`config.mk`:
```
export PLATFORM = sky130hd
export DESIGN_NAME = cpu_sequencer
export DESIGN_NICKNAME = d
export VERILOG_FILES = /design/src/rtl/cpu_sequencer.sv
export SDC_FILE = /design/constraint.sdc
export NUM_CORES = 1
export LEC_CHECK = 0
export ABC_AREA = 1
export BUFFER_PORTS_ARGS = -buffer_cell sky130_fd_sc_hd__buf_4
export CORE_ASPECT_RATIO = 0.9
export CORE_MARGIN = 4
export CORE_UTILIZATION = 47
export DETAILED_ROUTE_END_ITERATION = 16
export PLACE_DENSITY_LB_ADDON = 0.1
export SYNTH_ARGS = -nofsm -noshare
export SYNTH_HDL_FRONTEND = slang
export SYNTH_SLANG_ARGS = --single-unit
```
`constraint.sdc`:
```
create_clock -name clk -period 1.7 [get_ports clk]
set_input_delay 0.085 -clock clk [delete_from_list [all_inputs] [get_ports clk]]
set_output_delay 0.085 -clock clk [all_outputs]
set_load 0.05 [all_outputs]
```
`src/rtl/cpu_sequencer.sv`:
```
// cpu_sequencer: multi-cycle fetch/decode/execute control for the 32-bit core.
// Owns PC and IR, shares the RAM port between fetch and LDR/STR, drives datapath strobes.
module cpu_sequencer #(
  parameter int unsigned       ADDR_W   = 16,
  parameter logic [ADDR_W-1:0] RESET_PC = '0
) (
  input  logic              clk,
  input  logic              rst,
  input  logic              start,
  input  logic              mem_ready,
  input  logic [31:0]       instr_in,
  input  logic [3:0]        flags,
  output logic [ADDR_W-1:0] pc,
  output logic [31:0]       ir,
  output logic              mem_req,
  output logic              sel_add_bus,
  output logic              ram_rw,
  output logic              sel_ldr_bus,
  output logic              reg_we,
  output logic              flags_we,
  output logic              halted,
  output logic [15:0]       retired,
  output logic [2:0]        state
);

  localparam logic [3:0] OP_B    = 4'hA;
  localparam logic [3:0] OP_LDR  = 4'hC;
  localparam logic [3:0] OP_STR  = 4'hD;
  localparam logic [3:0] OP_HALT = 4'hF;

  typedef enum logic [2:0] {
    S_IDLE   = 3'd0,
    S_FETCH  = 3'd1,
    S_DECODE = 3'd2,
    S_EXEC   = 3'd3,
    S_MEM    = 3'd4,
    S_WB     = 3'd5,
    S_HALT   = 3'd6
  } state_t;

  state_t             st_q;
  state_t             st_d;
  logic [ADDR_W-1:0]  pc_d;
  logic [31:0]        ir_d;
  logic [15:0]        retired_d;
  logic [3:0]         cond;
  logic [3:0]         op;
  logic [3:0]         op_d;
  logic [15:0]        imm;
  logic               fn, fz, fc, fv;
  logic               cond_ok;

  assign cond  = ir[31:28];
  assign op    = ir[27:24];
  assign imm   = ir[18:3];
  assign op_d  = ir_d[27:24];
  assign {fn, fz, fc, fv} = flags;
  assign state = st_q;

  function automatic logic is_alu(input logic [3:0] o);
    return (o != OP_B) && (o != OP_LDR) && (o != OP_STR) && (o != OP_HALT);
  endfunction

  // Condition check against the live NZCV; only consumed in DECODE
  always_comb begin
    cond_ok = 1'b0;
    case (cond)
      4'h0:    cond_ok = 1'b1;
      4'h1:    cond_ok = fz;
      4'h2:    cond_ok = !fz;
      4'h3:    cond_ok = fc;
      4'h4:    cond_ok = !fc;
      4'h5:    cond_ok = fn;
      4'h6:    cond_ok = !fn;
      4'h7:    cond_ok = fv;
      4'h8:    cond_ok = !fv;
      4'h9:    cond_ok = fc && !fz;
      4'hA:    cond_ok = !fc || fz;
      4'hB:    cond_ok = (fn == fv);
      4'hC:    cond_ok = (fn != fv);
      4'hD:    cond_ok = !fz && (fn == fv);
      4'hE:    cond_ok = fz || (fn != fv);
      default: cond_ok = 1'b0;
    endcase
  end

  // Next-state, PC, IR and retire counter
  always_comb begin
    st_d      = st_q;
    pc_d      = pc;
    ir_d      = ir;
    retired_d = retired;
    case (st_q)
      S_IDLE: if (start) st_d = S_FETCH;
      S_FETCH: begin
        if (mem_ready) begin
          ir_d = instr_in;
          pc_d = pc + ADDR_W'(1);
          st_d = S_DECODE;
        end
      end
      S_DECODE: begin
        if (!cond_ok) begin
          retired_d = retired + 16'd1;
          st_d      = S_FETCH;
        end else if (op == OP_HALT) begin
          st_d = S_HALT;
        end else begin
          st_d = S_EXEC;
        end
      end
      S_EXEC: begin
        if (op == OP_B) begin
          pc_d      = ADDR_W'(imm);
          retired_d = retired + 16'd1;
          st_d      = S_FETCH;
        end else if ((op == OP_LDR) || (op == OP_STR)) begin
          st_d = S_MEM;
        end else begin
          st_d = S_WB;
        end
      end
      S_MEM: begin
        if (mem_ready) begin
          if (op == OP_STR) begin
            retired_d = retired + 16'd1;
            st_d      = S_FETCH;
          end else begin
            st_d = S_WB;
          end
        end
      end
      S_WB: begin
        retired_d = retired + 16'd1;
        st_d      = S_FETCH;
      end
      S_HALT:  st_d = S_HALT;
      default: st_d = S_IDLE;
    endcase
  end

  // Strobes are registered from the upcoming state so they align with it and never see inputs combinationally
  always_ff @(posedge clk or negedge rst) begin
    if (!rst) begin
      st_q        <= S_IDLE;
      pc          <= RESET_PC;
      ir          <= '0;
      retired     <= '0;
      mem_req     <= 1'b0;
      sel_add_bus <= 1'b0;
      ram_rw      <= 1'b0;
      sel_ldr_bus <= 1'b0;
      reg_we      <= 1'b0;
      flags_we    <= 1'b0;
      halted      <= 1'b0;
    end else begin
      st_q        <= st_d;
      pc          <= pc_d;
      ir          <= ir_d;
      retired     <= retired_d;
      mem_req     <= (st_d == S_FETCH) || (st_d == S_MEM);
      sel_add_bus <= (st_d == S_MEM);
      ram_rw      <= (st_d == S_MEM) && (op_d == OP_STR);
      sel_ldr_bus <= (st_d == S_WB) && (op_d == OP_LDR);
      reg_we      <= (st_d == S_WB);
      flags_we    <= (st_d == S_WB) && ir_d[23] && is_alu(op_d);
      halted      <= (st_d == S_HALT);
    end
  end

endmodule

```
## Word level (Yosys, flattened, before mapping)

Index checks and enable logic that the tools add are counted.

| storage, ports and cells | value |
|---|---|
| bits in read-only memories | 0 |
| output and inout port bits | 74 |
| latch bits | 0 |
| bits in registers | 74 |
| logic and storage cells | 99 |
| memories | 0 |
| RAM bits | 0 |

| cells by class | value |
|---|---|
| equal/unequal tests | 41 |
| multiply operators | 0 |
| bitwise logic cells | 0 |
| shift-type cells | 0 |
| add/sub/neg operators | 2 |
| magnitude comparators | 0 |
| multiplexer cells | 20 |
| reductions and logical operators | 24 |
| div/mod/pow operators | 0 |

Operators with widths:

| operator | number |
|---|---|
| $mux W16 | 6 |
| $pmux W16 S4 | 1 |
| $mux W28 | 2 |
| $eq A4 B4 Y1 const B | 13 |
| $add A16 B1 Y16 const B | 2 |
| $pmux W16 S2 | 1 |
| $mux W3 | 7 |
| $pmux W3 S7 | 1 |
| $eq A3 B3 Y1 const B | 6 |
| $eq A4 B3 Y1 const B | 4 |
| $ne A4 B4 Y1 const B | 4 |
| $pmux W1 S15 | 1 |
| $ne A2 B2 Y1 const B | 5 |
| $logic_and A1 B1 Y1 | 9 |
| $eq A4 B2 Y1 const B | 2 |
| $eq A3 B1 Y1 const B | 2 |
| $eq A3 B2 Y1 const B | 2 |
| $reduce_and A5 Y1 | 1 |
| $eq A4 B1 Y1 const B | 1 |
| $logic_not A1 Y1 | 4 |
| $logic_not A4 Y1 | 1 |
| $logic_or A1 B1 Y1 | 4 |
| $reduce_bool A4 Y1 | 1 |
| $logic_not A3 Y1 | 1 |
| other kinds (6) | 6 |

## Depth between registers and ports, before layout

Gate-level depths: netlist of run 1.

| logic depth | value |
|---|---|
| depth in word-level cells | 8 |
| depth in mapped cells | 13 |
| mapped depth without buffers | 13 |

## Worst setup path before layout of run 1

OpenSTA, ideal clock, no wires.

| path | value |
|---|---|
| kind | register -> register |
| from | register pc[0] |
| to | register pc[12] |
| path slack | -0.371 ns |
| cell stages (with the launch flop) | 9 |
| clock period less this slack | 2.071 ns |
| arrival time | 1.940 ns |
| library setup time | 0.131 ns |
| cell sequence | dfrtp_1 ha_1 nand3_1 nor3_2 nand4_1 o21ai_0 nand3_1 o211ai_1 o21ai_0 |

| on the way | value |
|---|---|
| cells in the longest elaborated chain, start to end | 3 |

Ends and longest elaborated chain:

| item | line | source |
|---|---|---|
| start: declaration | 13 | `output logic [ADDR_W-1:0] pc,` |
| start signal: assignment | 158 | `pc <= pc_d;` |
| $add A16 B1 Y16 | 98 | `pc_d = pc + ADDR_W'(1);` |
| $mux W16 | 96 | `if (mem_ready) begin` |
| $pmux W16 S2 | 93 | `case (st_q)` |

Every way passes these cells. The select of a mux whose other input is x is not followed.
A chain may end at the register's enable or synchronous reset.

## Final worst setup path of run 1

| path | value |
|---|---|
| from | register ir[29] |
| to | register retired[9] |

| on the way | value |
|---|---|
| cells in the longest elaborated chain, start to end | 4 |
| elaborated cells between the ends (all ways) | 18 |
| classes of those cells | eq/ne (15); mux (1); reduce/logical (2) |

Ends and longest elaborated chain:

| item | line | source |
|---|---|---|
| start: declaration | 14 | `output logic [31:0] ir,` |
| start signal: assignment | 159 | `ir <= ir_d;` |
| $eq A4 B4 Y1 (tied with other cells) | 67 | `case (cond)` |
| $pmux W1 S15 * | 67 |  |
| $ne A2 B2 Y1 (no source line) * | n/a |  |
| $reduce_and A5 Y1 (no source line) * | n/a |  |
| end signal: assignment | 160 | `retired <= retired_d;` |
| end: declaration | 22 | `output logic [15:0] retired,` |

Every way passes the cells marked *; elsewhere a longest branch is shown, timed or not.

==> flow_summary.ini, run 1 <==
[worst_setup_path]
cp-end-kind = flip-flop
required_ns = 1.95
cp.arrival_ns = 1.97
critPathLaunchType = flip-flop
critPathKind = flip-flop to flip-flop
path_max_fanout = 7

[detailed_routing]
ant_nets = 0
dr.pass1.iters = 7
avgViaCountPerCell = 5.087
vias = 3820
drtIter0Drc = 173
wl_um = 10690
post_drt_wl_per_cell_um = 14.23
drc = 0

[finish]
drive_gt1_share_pct = 32.82
final_area_sq_um = 5635
final_nets = 692
n_antenna_cell = 0
area_growth_pct = 48.30

[yosys]
ys_warn_count = 0
synth_nets = 524
synthCells = 482
yosysSeqAreaShare_pct = 48.73
mappedNetlistArea_sq_um = 3800
syn_avg_cell_area_sq_um = 7.884
synth-seq-cells = 74
synth.distinct_cells = 40

[place]
place_area_sq_um = 4918
gp_congestion = 0.9113
io_buffers = 113
place_ws_ns = 0.04587
dpl.hpwl_um = 7210

[sta]
drv_slew = 0
slew_headroom_pct = 66.62
period_minus_slack_ns = 1.718
finalSetupViolations = 2
period_share_pct = 101.0
holdWs_ns = 0.04172
hold_viol_final = 0
rsz0062_at_grt = true
fin_worst_skew_ns = 0.01102
clock.fmax_mhz = 582.2
worst_slew_pin_slew_ns = 0.5007
finalWorstSetupSlack_ns = -0.01766

[power]
p_switching_mw = 6.050
ir_drop_mv = 1.195
comb_power_share_pct = 60.0
internal_power_mw = 5.399
p_seq_share_pct = 28.1
swShare_pct = 52.85
clkPwrFrac_pct = 11.9
power_leakage_nw = 2.879
power_density_nw_per_um2 = 2032

[outcome]
outcome = complete, but fails checks
violations = setup timing

[clocking]
clk_latency_ns = 0.34
h-tree-depth = 3
tritoncts = built
clockBufferDepth = 2
cts-root-buf = clkbuf_8
clock_sinks = 74
clkTransAtPathRegs_ns = 0.08
numCtsBuffers = 9

[floorplan]
ioPinCount = 114
design.die.area_sq_um = 9589
die_h_um = 93.30
start_util_pct = 49.38
die_w_um = 102.8
coreArea_sq_um = 7695
rows = 30

[grt]
grt_pass1_wl_um = 16990
grt_start_max_net_pins = 39
grt_pass1_vias = 3673
antenna_found_initial = 0
grt_overflow_total = 0
grtUsageTotal_pct = 22.30

[run]
drv_cap = 0

[min_path]
hp-class = input port to flip-flop
[synth_stat cells, drive strengths merged]
library cell / number / area [sq um]
a41oi: 1 / 8.760
nor2: 45 / 195.2
nor3: 10 / 65.06
nand2: 163 / 624.4
a31oi: 2 / 12.51
nor3b: 1 / 7.510
nor4: 2 / 12.51
o21a: 1 / 7.510
xor2: 14 / 122.6
nand3: 26 / 147.7
inv: 48 / 182.7
nand3b: 1 / 7.510
xnor2: 6 / 52.55
o211ai: 2 / 15.01
o22ai: 2 / 12.51
nand4: 10 / 62.56
buf: 6 / 40.04
dfrtp: 74 / 1852
ha: 2 / 25.02
clkbuf: 6 / 22.52
or2: 4 / 25.03
a21oi: 21 / 108.9
o221ai: 1 / 8.760
o21ai: 34 / 181.4
[area by class of cell]
| type | count | area [sq um] |
|---|---|---|
| Clock buffer | 10 | 127.6 |
| Inverter | 48 | 185.2 |
| Fill cell | 586 | 2059 |
| Tap cell | 96 | 120.1 |
| Multi-Input combinational cell | 348 | 1862 |
| Timing Repair Buffer | 169 | 1404 |
| Sequential cell | 74 | 1871 |
| Clock inverter | 6 | 66.31 |
[through the flow]
step | setup TNS [ns] | util [%] | std cells | total power, mW
finish | -0.03171 | 73.24 | 751 | 11.45
global route | -0.6305 | 73.24 | 751 | 12.18
CTS | 0 | 70.39 | 743 | 11.06
detailed placement | 0 | 63.92 | 697 | 9.588
global placement | 0 | 63.92 | 697 | 9.474
floorplan | -0.2051 | - | 482 | 7.536
[sequential cells by signal, summed over array words and instances, names as in the netlist]
name	cells
flags_we	1
halted	1
ir	32
mem_req	1
pc	16
ram_rw	1
reg_we	1
retired	16
sel_add_bus	1
sel_ldr_bus	1
state	3
[critical path: stages, from the launching register on]
cell	delay, ns
dfrtp_2	0.45
inv_2	0.07
nand2_2	0.07
nor2_1	0.04
nand2_1	0.05
nand3_1	0.06
nor2_1	0.14
nand3_2	0.13
nand2_2	0.10
nand2_4	0.09
clkbuf_16	0.18
nor2_4	0.07
xor2_1	0.18
[layout by cell type, fill, tap and decap left out, types with 15 or more instances in the layout]
cell type      netlist  layout
dlygate4sd3_1        0      30
o21ai_0             29      23
nor2_1              42      34
buf_4                0     135
a21oi_1             20      20
nand2_1            160     156
inv_1               43      41
dfrtp_1             74      59
nand3_1             24      22
dfrtp_2              0      15
[power groups by stage]
stage	registers (mW)	logic [mW]	clock network, mW
floorplan	5.44	2.09	0
global placement	3.19	6.29	0
detailed placement	3.21	6.38	0
CTS	3.18	6.48	1.40
global route	3.33	7.38	1.47
finish	3.22	6.87	1.36
[per-layer routing]
| layer | part of all wire [%] | vias to the layer above | track usage, % | routed length, um |
|---|---|---|---|---|
| met4 | 1.3 | 0 | 6.580 | 142 |
| met1 | 40 | 1789 | 28.48 | 4303 |
| met2 | 51 | 133 | 37.10 | 5412 |
| met3 | 7.7 | 12 | 5.817 | 827 |
| met5 | 0 | - | 0 | 0 |
| li1 | - | 1886 | - | - |
[final timing paths]
kind / slack, ns / endpoint / cells after the start / start
max: -0.02 / retired[9]$_DFFE_PN0P_ / 12 / ir[29]$_DFFE_PN0P_
max in group asynchronous: 0.87 / ir[28]$_DFFE_PN0P_ / 3 / rst
min reg2reg: 0.48 / ir[22]$_DFFE_PN0P_ / 2 / ir[22]$_DFFE_PN0P_
min in group asynchronous: 0.24 / ir[7]$_DFFE_PN0P_ / 2 / rst
min: 0.04 / ir[26]$_DFF_PN0_ / 3 / instr_in[26]
max reg2reg: -0.02 / retired[9]$_DFFE_PN0P_ / 12 / ir[29]$_DFFE_PN0P_
[logic make-up after synthesis]
group / share of synthesized area, %
buffers and inverters: 6.454
XOR/XNOR: 4.610
AND/OR/NAND/NOR: 30.19
flip-flops: 48.73
AO/OA/AOI/OAI: 9.352
adder cells (fa/ha/maj): 0.6584
[timing repair]
| item | 4_1_cts | 5_1_grt |
|---|---|---|
| hold endpoints to repair | 65 | 0 |
| resized for setup | 1 | 35 |
| cloned | 0 | 2 |
| hold buffers | 30 | 0 |
| setup endpoints to repair | 1 | 30 |
| setup buffers | 0 | 6 |
| pin swaps | 0 | 12 |
Note: power is estimated with default switching activity, not from simulation.
==> inputs of run 2 (changes only) <==
==> constraint.sdc (replaced) <==
create_clock -name clk -period 1.7 [get_ports clk]
set_input_delay 0.085 -clock clk [delete_from_list [all_inputs] [get_ports clk]]
set_output_delay 0.085 -clock clk [all_outputs]
set_load 0.1 [all_outputs]
==> run 2 against run 1 <==
Effect of this change: the flow now finishes without violations; routed wire length increased by 0.26%; sequential cell count stayed put; die area stayed put; worst hold slack worse by 0.020 ns; global-route usage increased by 0.51 points; utilization rose by 1.9 points; count of clock-buffer cells in the layout rose by 2; critical path type unchanged.
==> flow_summary.ini, run 2 (same netlist as run 1, synthesis figures left out) <==
[floorplan]
die_h_um = 93.30
coreArea_sq_um = 7695
start_util_pct = 49.38
die_w_um = 102.8
rows = 30
ioPinCount = 114
design.die.area_sq_um = 9589

[worst_setup_path]
required_ns = 1.97
slowest_stage = dfrtp_4
r2r-start = ir[30]$_DFFE_PN0P_
critPathKind = flip-flop to flip-flop
critPathLaunchType = flip-flop
path_delay_family = simple AND/OR/NAND/NOR gates
cp-end-kind = flip-flop
path_max_fanout = 8
max_stage_delay_ns = 0.52
r2r_slack_ns = 0.02
crit_path_cell_trace = inv_2, nor2_1, o21ai_1, nor2_1, nor2_1, nand3_2, nand2_4, nand2_4, buf_12, nor2_4, xor2_1
rr_endpoint = retired[10]$_DFFE_PN0P_
r2r.worst_path.cells = 11
crit_path_start = ir[30]$_DFFE_PN0P_
path_buf_inv = 2
path_common_cell = nor2_1
cp.arrival_ns = 1.95

[finish]
reg_top3 = ir (32), pc (16), retired (16)
final_common_cell = nand2_1
largest-register = ir
n_antenna_cell = 0
layout_common_cells = 155 x nand2_1, 135 x buf_4, 37 x dfrtp_1
regArea_sq_um = 1933
drive_gt1_share_pct = 38.05
multiInputGateArea_sq_um = 1914
area_growth_pct = 52.16
nFillCells = 569
largest_register_ffs = 32
final_nets = 694

[sta]
drv_slew = 0
finalSetupViolations = 0
slew_headroom_pct = 73.70
period_share_pct = 98.96
worst_slew_pin_slew_ns = 0.3945
fin_tns_setup_ns = 0
clock.fmax_mhz = 594.4
rsz0062_at_grt = true
period_minus_slack_ns = 1.682
fin_worst_skew_ns = 0.007444
hold_viol_final = 0

[place]
io_buffers = 113
gp_congestion = 0.8775
dpl.hpwl_um = 7508

[detailed_routing]
drc = 0
post_drt_wl_per_cell_um = 14.23
drtIter0Drc = 148
vias = 3839
avgViaCountPerCell = 5.098
wl_um = 10710
dr.pass1.iters = 7
ant_nets = 0

[grt]
grt_overflow_total = 0
antenna_found_initial = 0
grt_pass1_wl_um = 17250
grt_start_max_net_pins = 30
grt_pass1_vias = 3658
grtUsageTotal_pct = 22.81

[min_path]
min_to = ir[26]$_DFF_PN0_
hold_depth = 3
hp-start = instr_in[26]
hp-class = input port to flip-flop

[clocking]
h-tree-depth = 3
clockBufferDepth = 2
cts-root-buf = clkbuf_8
numCtsBuffers = 9
clkTransAtPathRegs_ns = 0.07
tritoncts = built
clock_sinks = 74
clk_latency_ns = 0.35

[outcome]
outcome = finished, final reports clean

[run]
drv_cap = 0
## run 2: cell count changes in the layout (fill, tap and decap cells not counted), moves of 4 or more
cell,change
nor2_2,+8
dfrtp_2,+8
nand2_4,+4
inv_2,+4
o21ai_1,+4
dfrtp_1,-22
dfrtp_4,+14
nor2_4,-7
inv_1,-6
## run 2: through the flow
step	cells	cell area [sq um]	hold slack (ns)	util, %	setup slack, ns
6_report	753	5782	0.02143	75.14	0.01761
5_1_grt	753	5782	0.02289	75.14	-0.07139
4_1_cts	747	5602	0.002666	72.80	0.0002907
3_5_place_dp	697	5006	0.04168	65.06	-0.07673
3_3_place_gp	697	5006	0.03868	65.06	0.008889
2_1_floorplan	482	3928	-0.2106	-	-0.2119
## run 2: worst max-delay path by stage
stage / to / slack [ns] / depth (start not counted)
floorplan: pc[12]$_DFFE_PN0P_ / -0.21 / 8
global placement: retired[10]$_DFFE_PN0P_ / 0.009 / 11
detailed placement: retired[10]$_DFFE_PN0P_ / -0.08 / 11
CTS: flags_we$_DFF_PN0_ / 0.0003 / 9
global route: retired[10]$_DFFE_PN0P_ / -0.07 / 11
finish: retired[10]$_DFFE_PN0P_ / 0.02 / 11
## run 2: area by class of cell
cell class	instances	area share, %
Inverter	48	3.289
Multi-Input combinational cell	349	33.11
Timing Repair Buffer	170	24.13
Tap cell	96	2.077
Clock buffer	12	2.683
Sequential cell	74	33.43
Clock inverter	4	1.277
## run 2: worst reg2reg max path: cells and delay by family (launching register included)
kind | cells | cell delay (ns)
simple gates | 7 | 0.62
flops | 1 | 0.52
buf+inv | 2 | 0.22
xor+xnor | 1 | 0.13
compound gates | 1 | 0.10
## run 2: metal layers
metal / GRT usage (%) / routed length, um / vias to the layer above / share of wire (%)
met1: 29.02 / 4496 / 1798 / 42
met3: 5.071 / 659 / 23 / 6.2
li1: - / - / 1889 / -
met5: 0 / 0 / - / 0
met4: 8.306 / 218 / 0 / 2.0
met2: 37.96 / 5339 / 129 / 50
## run 2: repair_timing
| action | 4_1_cts | 5_1_grt |
|---|---|---|
| hold endpoints to repair | 61 | 0 |
| pin swaps | 9 | 20 |
| endpoints found under the setup margin | 11 | 34 |
| gates cloned | 1 | 0 |
| resized for setup | 10 | 37 |
| hold buffers | 31 | 0 |
| buffers inserted | 2 | 6 |
Power of run 2 is not shown: default switching activity piles up to over one toggle a cycle in this logic, so the estimate is an artifact.
==> inputs of run 3 (changes only) <==
--- a/config.mk
+++ b/config.mk
@@ -12,6 +12,7 @@
 export CORE_UTILIZATION = 47
 export DETAILED_ROUTE_END_ITERATION = 16
 export PLACE_DENSITY_LB_ADDON = 0.1
+export SETUP_SLACK_MARGIN = 0.2
 export SYNTH_ARGS = -nofsm -noshare
 export SYNTH_HDL_FRONTEND = slang
 export SYNTH_SLANG_ARGS = --single-unit
==> run 3 against run 2 <==
Effect of this change: the flow now finishes with violations (setup timing); cell count up 3.5%; non-clock buffer count up 24; global-route usage rose by 2.9 points; via count rose by 12%; worst setup slack worse by 0.070 ns; count of clock-buffer cells in the layout is 1 lower; worst hold slack gained 0.011 ns; clock skew increased by 0.011 ns; utilization grew 6.5 points; largest cell class is now multi-input combinational cells.
==> flow_summary.ini, run 3 (same netlist as run 1, synthesis figures left out) <==
[outcome]
outcome = complete, but fails checks
violations = setup timing

[floorplan]
die_w_um = 102.8
design.die.area_sq_um = 9589
start_util_pct = 49.38
ioPinCount = 114
die_h_um = 93.30
coreArea_sq_um = 7695
rows = 30

[worst_setup_path]
critPathLaunchType = flip-flop
critPathKind = flip-flop to flip-flop
r2r-start = ir[30]$_DFFE_PN0P_
r2r_slack_ns = -0.05
cp.arrival_ns = 1.99
path_max_fanout = 5
required_ns = 1.93
r2r.worst_path.cells = 11
rr_endpoint = retired[9]$_DFFE_PN0P_
crit_path_start = ir[30]$_DFFE_PN0P_
cp-end-kind = flip-flop
crit_end = retired[9]$_DFFE_PN0P_

[sta]
drv_slew = 0
rsz0062_at_grt = true
slew_headroom_pct = 67.02
fin_worst_skew_ns = 0.01814
finalSetupViolations = 23
clock.fmax_mhz = 570.7
finalWorstSetupSlack_ns = -0.05223
period_minus_slack_ns = 1.752
hold_viol_final = 0
worst_slew_pin_slew_ns = 0.4947
period_share_pct = 103.1

[clocking]
h-tree-depth = 3
numCtsBuffers = 9
clkTransAtPathRegs_ns = 0.08
cts-root-buf = clkbuf_8
clock_sinks = 74
clk_latency_ns = 0.36
clockBufferDepth = 2
tritoncts = built

[detailed_routing]
met1_length_um = 4895
vias = 4302
avgViaCountPerCell = 5.522
dr.pass1.iters = 6
drc = 0
wl_um = 13350
ant_nets = 0
met3_wirelength_um = 1222
top_layer_used = met4
wl_met2_um = 6823
post_drt_wl_per_cell_um = 17.14
drtIter0Drc = 302

[finish]
drive_gt1_share_pct = 45.83
reg_top3 = ir (32), pc (16), retired (16)
nFillCells = 470
layout_common_cells = 150 x buf_4, 143 x nand2_1, 35 x dfrtp_1
final_nets = 720
largest-register = ir
n_antenna_cell = 0
largest_register_ffs = 32
area_growth_pct = 65.26
final_common_cell = buf_4

[run]
drv_cap = 0

[min_path]
hold_depth = 3
hp-class = input port to flip-flop

[place]
dpl.hpwl_um = 7634
gp_congestion = 0.8830
place_ws_ns = -0.06352
io_buffers = 113

[grt]
grt_pass1_wl_um = 19400
grt_start_max_net_pins = 39
antenna_found_initial = 0
grtUsageTotal_pct = 25.71
grt_pass1_vias = 4002
grt_overflow_total = 0
## run 3: stage by stage
stage	area [sq um]	util, %	TNS, ns	hold WS [ns]	instances
3_5_place_dp	5044	65.54	-0.4413	0.08780	693
6_report	6280	81.61	-0.6051	0.03291	779
4_1_cts	6003	78.02	0	0.01221	763
3_3_place_gp	5044	65.54	0	0.08552	693
2_1_floorplan	4053	-	-1.184	-0.2106	482
5_1_grt	6280	81.61	-2.358	0.02027	779
## run 3: worst min-delay path by stage
stage                 startpoint            endpoint  slack, ns
floorplan                    rst  flags_we$_DFF_PN0_      -0.21
global placement             rst   pc[3]$_DFFE_PN0P_       0.09
detailed placement           rst   pc[3]$_DFFE_PN0P_       0.09
CTS                 instr_in[26]    ir[26]$_DFF_PN0_       0.01
global route        instr_in[26]    ir[26]$_DFF_PN0_       0.02
finish              instr_in[27]    ir[27]$_DFF_PN0_       0.03
## run 3: repair_timing
action,CTS,global route
setup endpoints to repair,38,52
cloned,4,0
buffers inserted,20,15
endpoints found under the hold margin,65,1
pin swaps,17,30
hold buffers,30,1
gates resized for setup,40,51
## run 3: layout make-up
class | count | area (sq um) | area share (%)
Clock buffer | 11 | 131.4 | 2.092
Clock inverter | 5 | 81.33 | 1.295
Inverter | 48 | 212.7 | 3.387
Multi-Input combinational cell | 351 | 2146 | 34.17
Sequential cell | 74 | 1946 | 30.98
Tap cell | 96 | 120.1 | 1.913
Timing Repair Buffer | 194 | 1643 | 26.16
## run 3: worst max-delay path: stages (launching register included)
cell     delay, ns
dfrtp_4       0.53
inv_4         0.08
nand2_2       0.06
nor2_2        0.13
nand2_1       0.10
nand3_2       0.09
nor2_4        0.05
nand3_4       0.15
nand2_8       0.11
nand2_8       0.15
nor2_4        0.05
xor2_1        0.14
## run 3: routing by layer
metal | track usage (%) | vias up
li1 | - | 1958
met1 | 32.30 | 2041
met2 | 42.80 | 249
met3 | 6.488 | 54
met4 | 9.061 | 0
met5 | 0 | -
Power of run 3 is left out for the same reason.
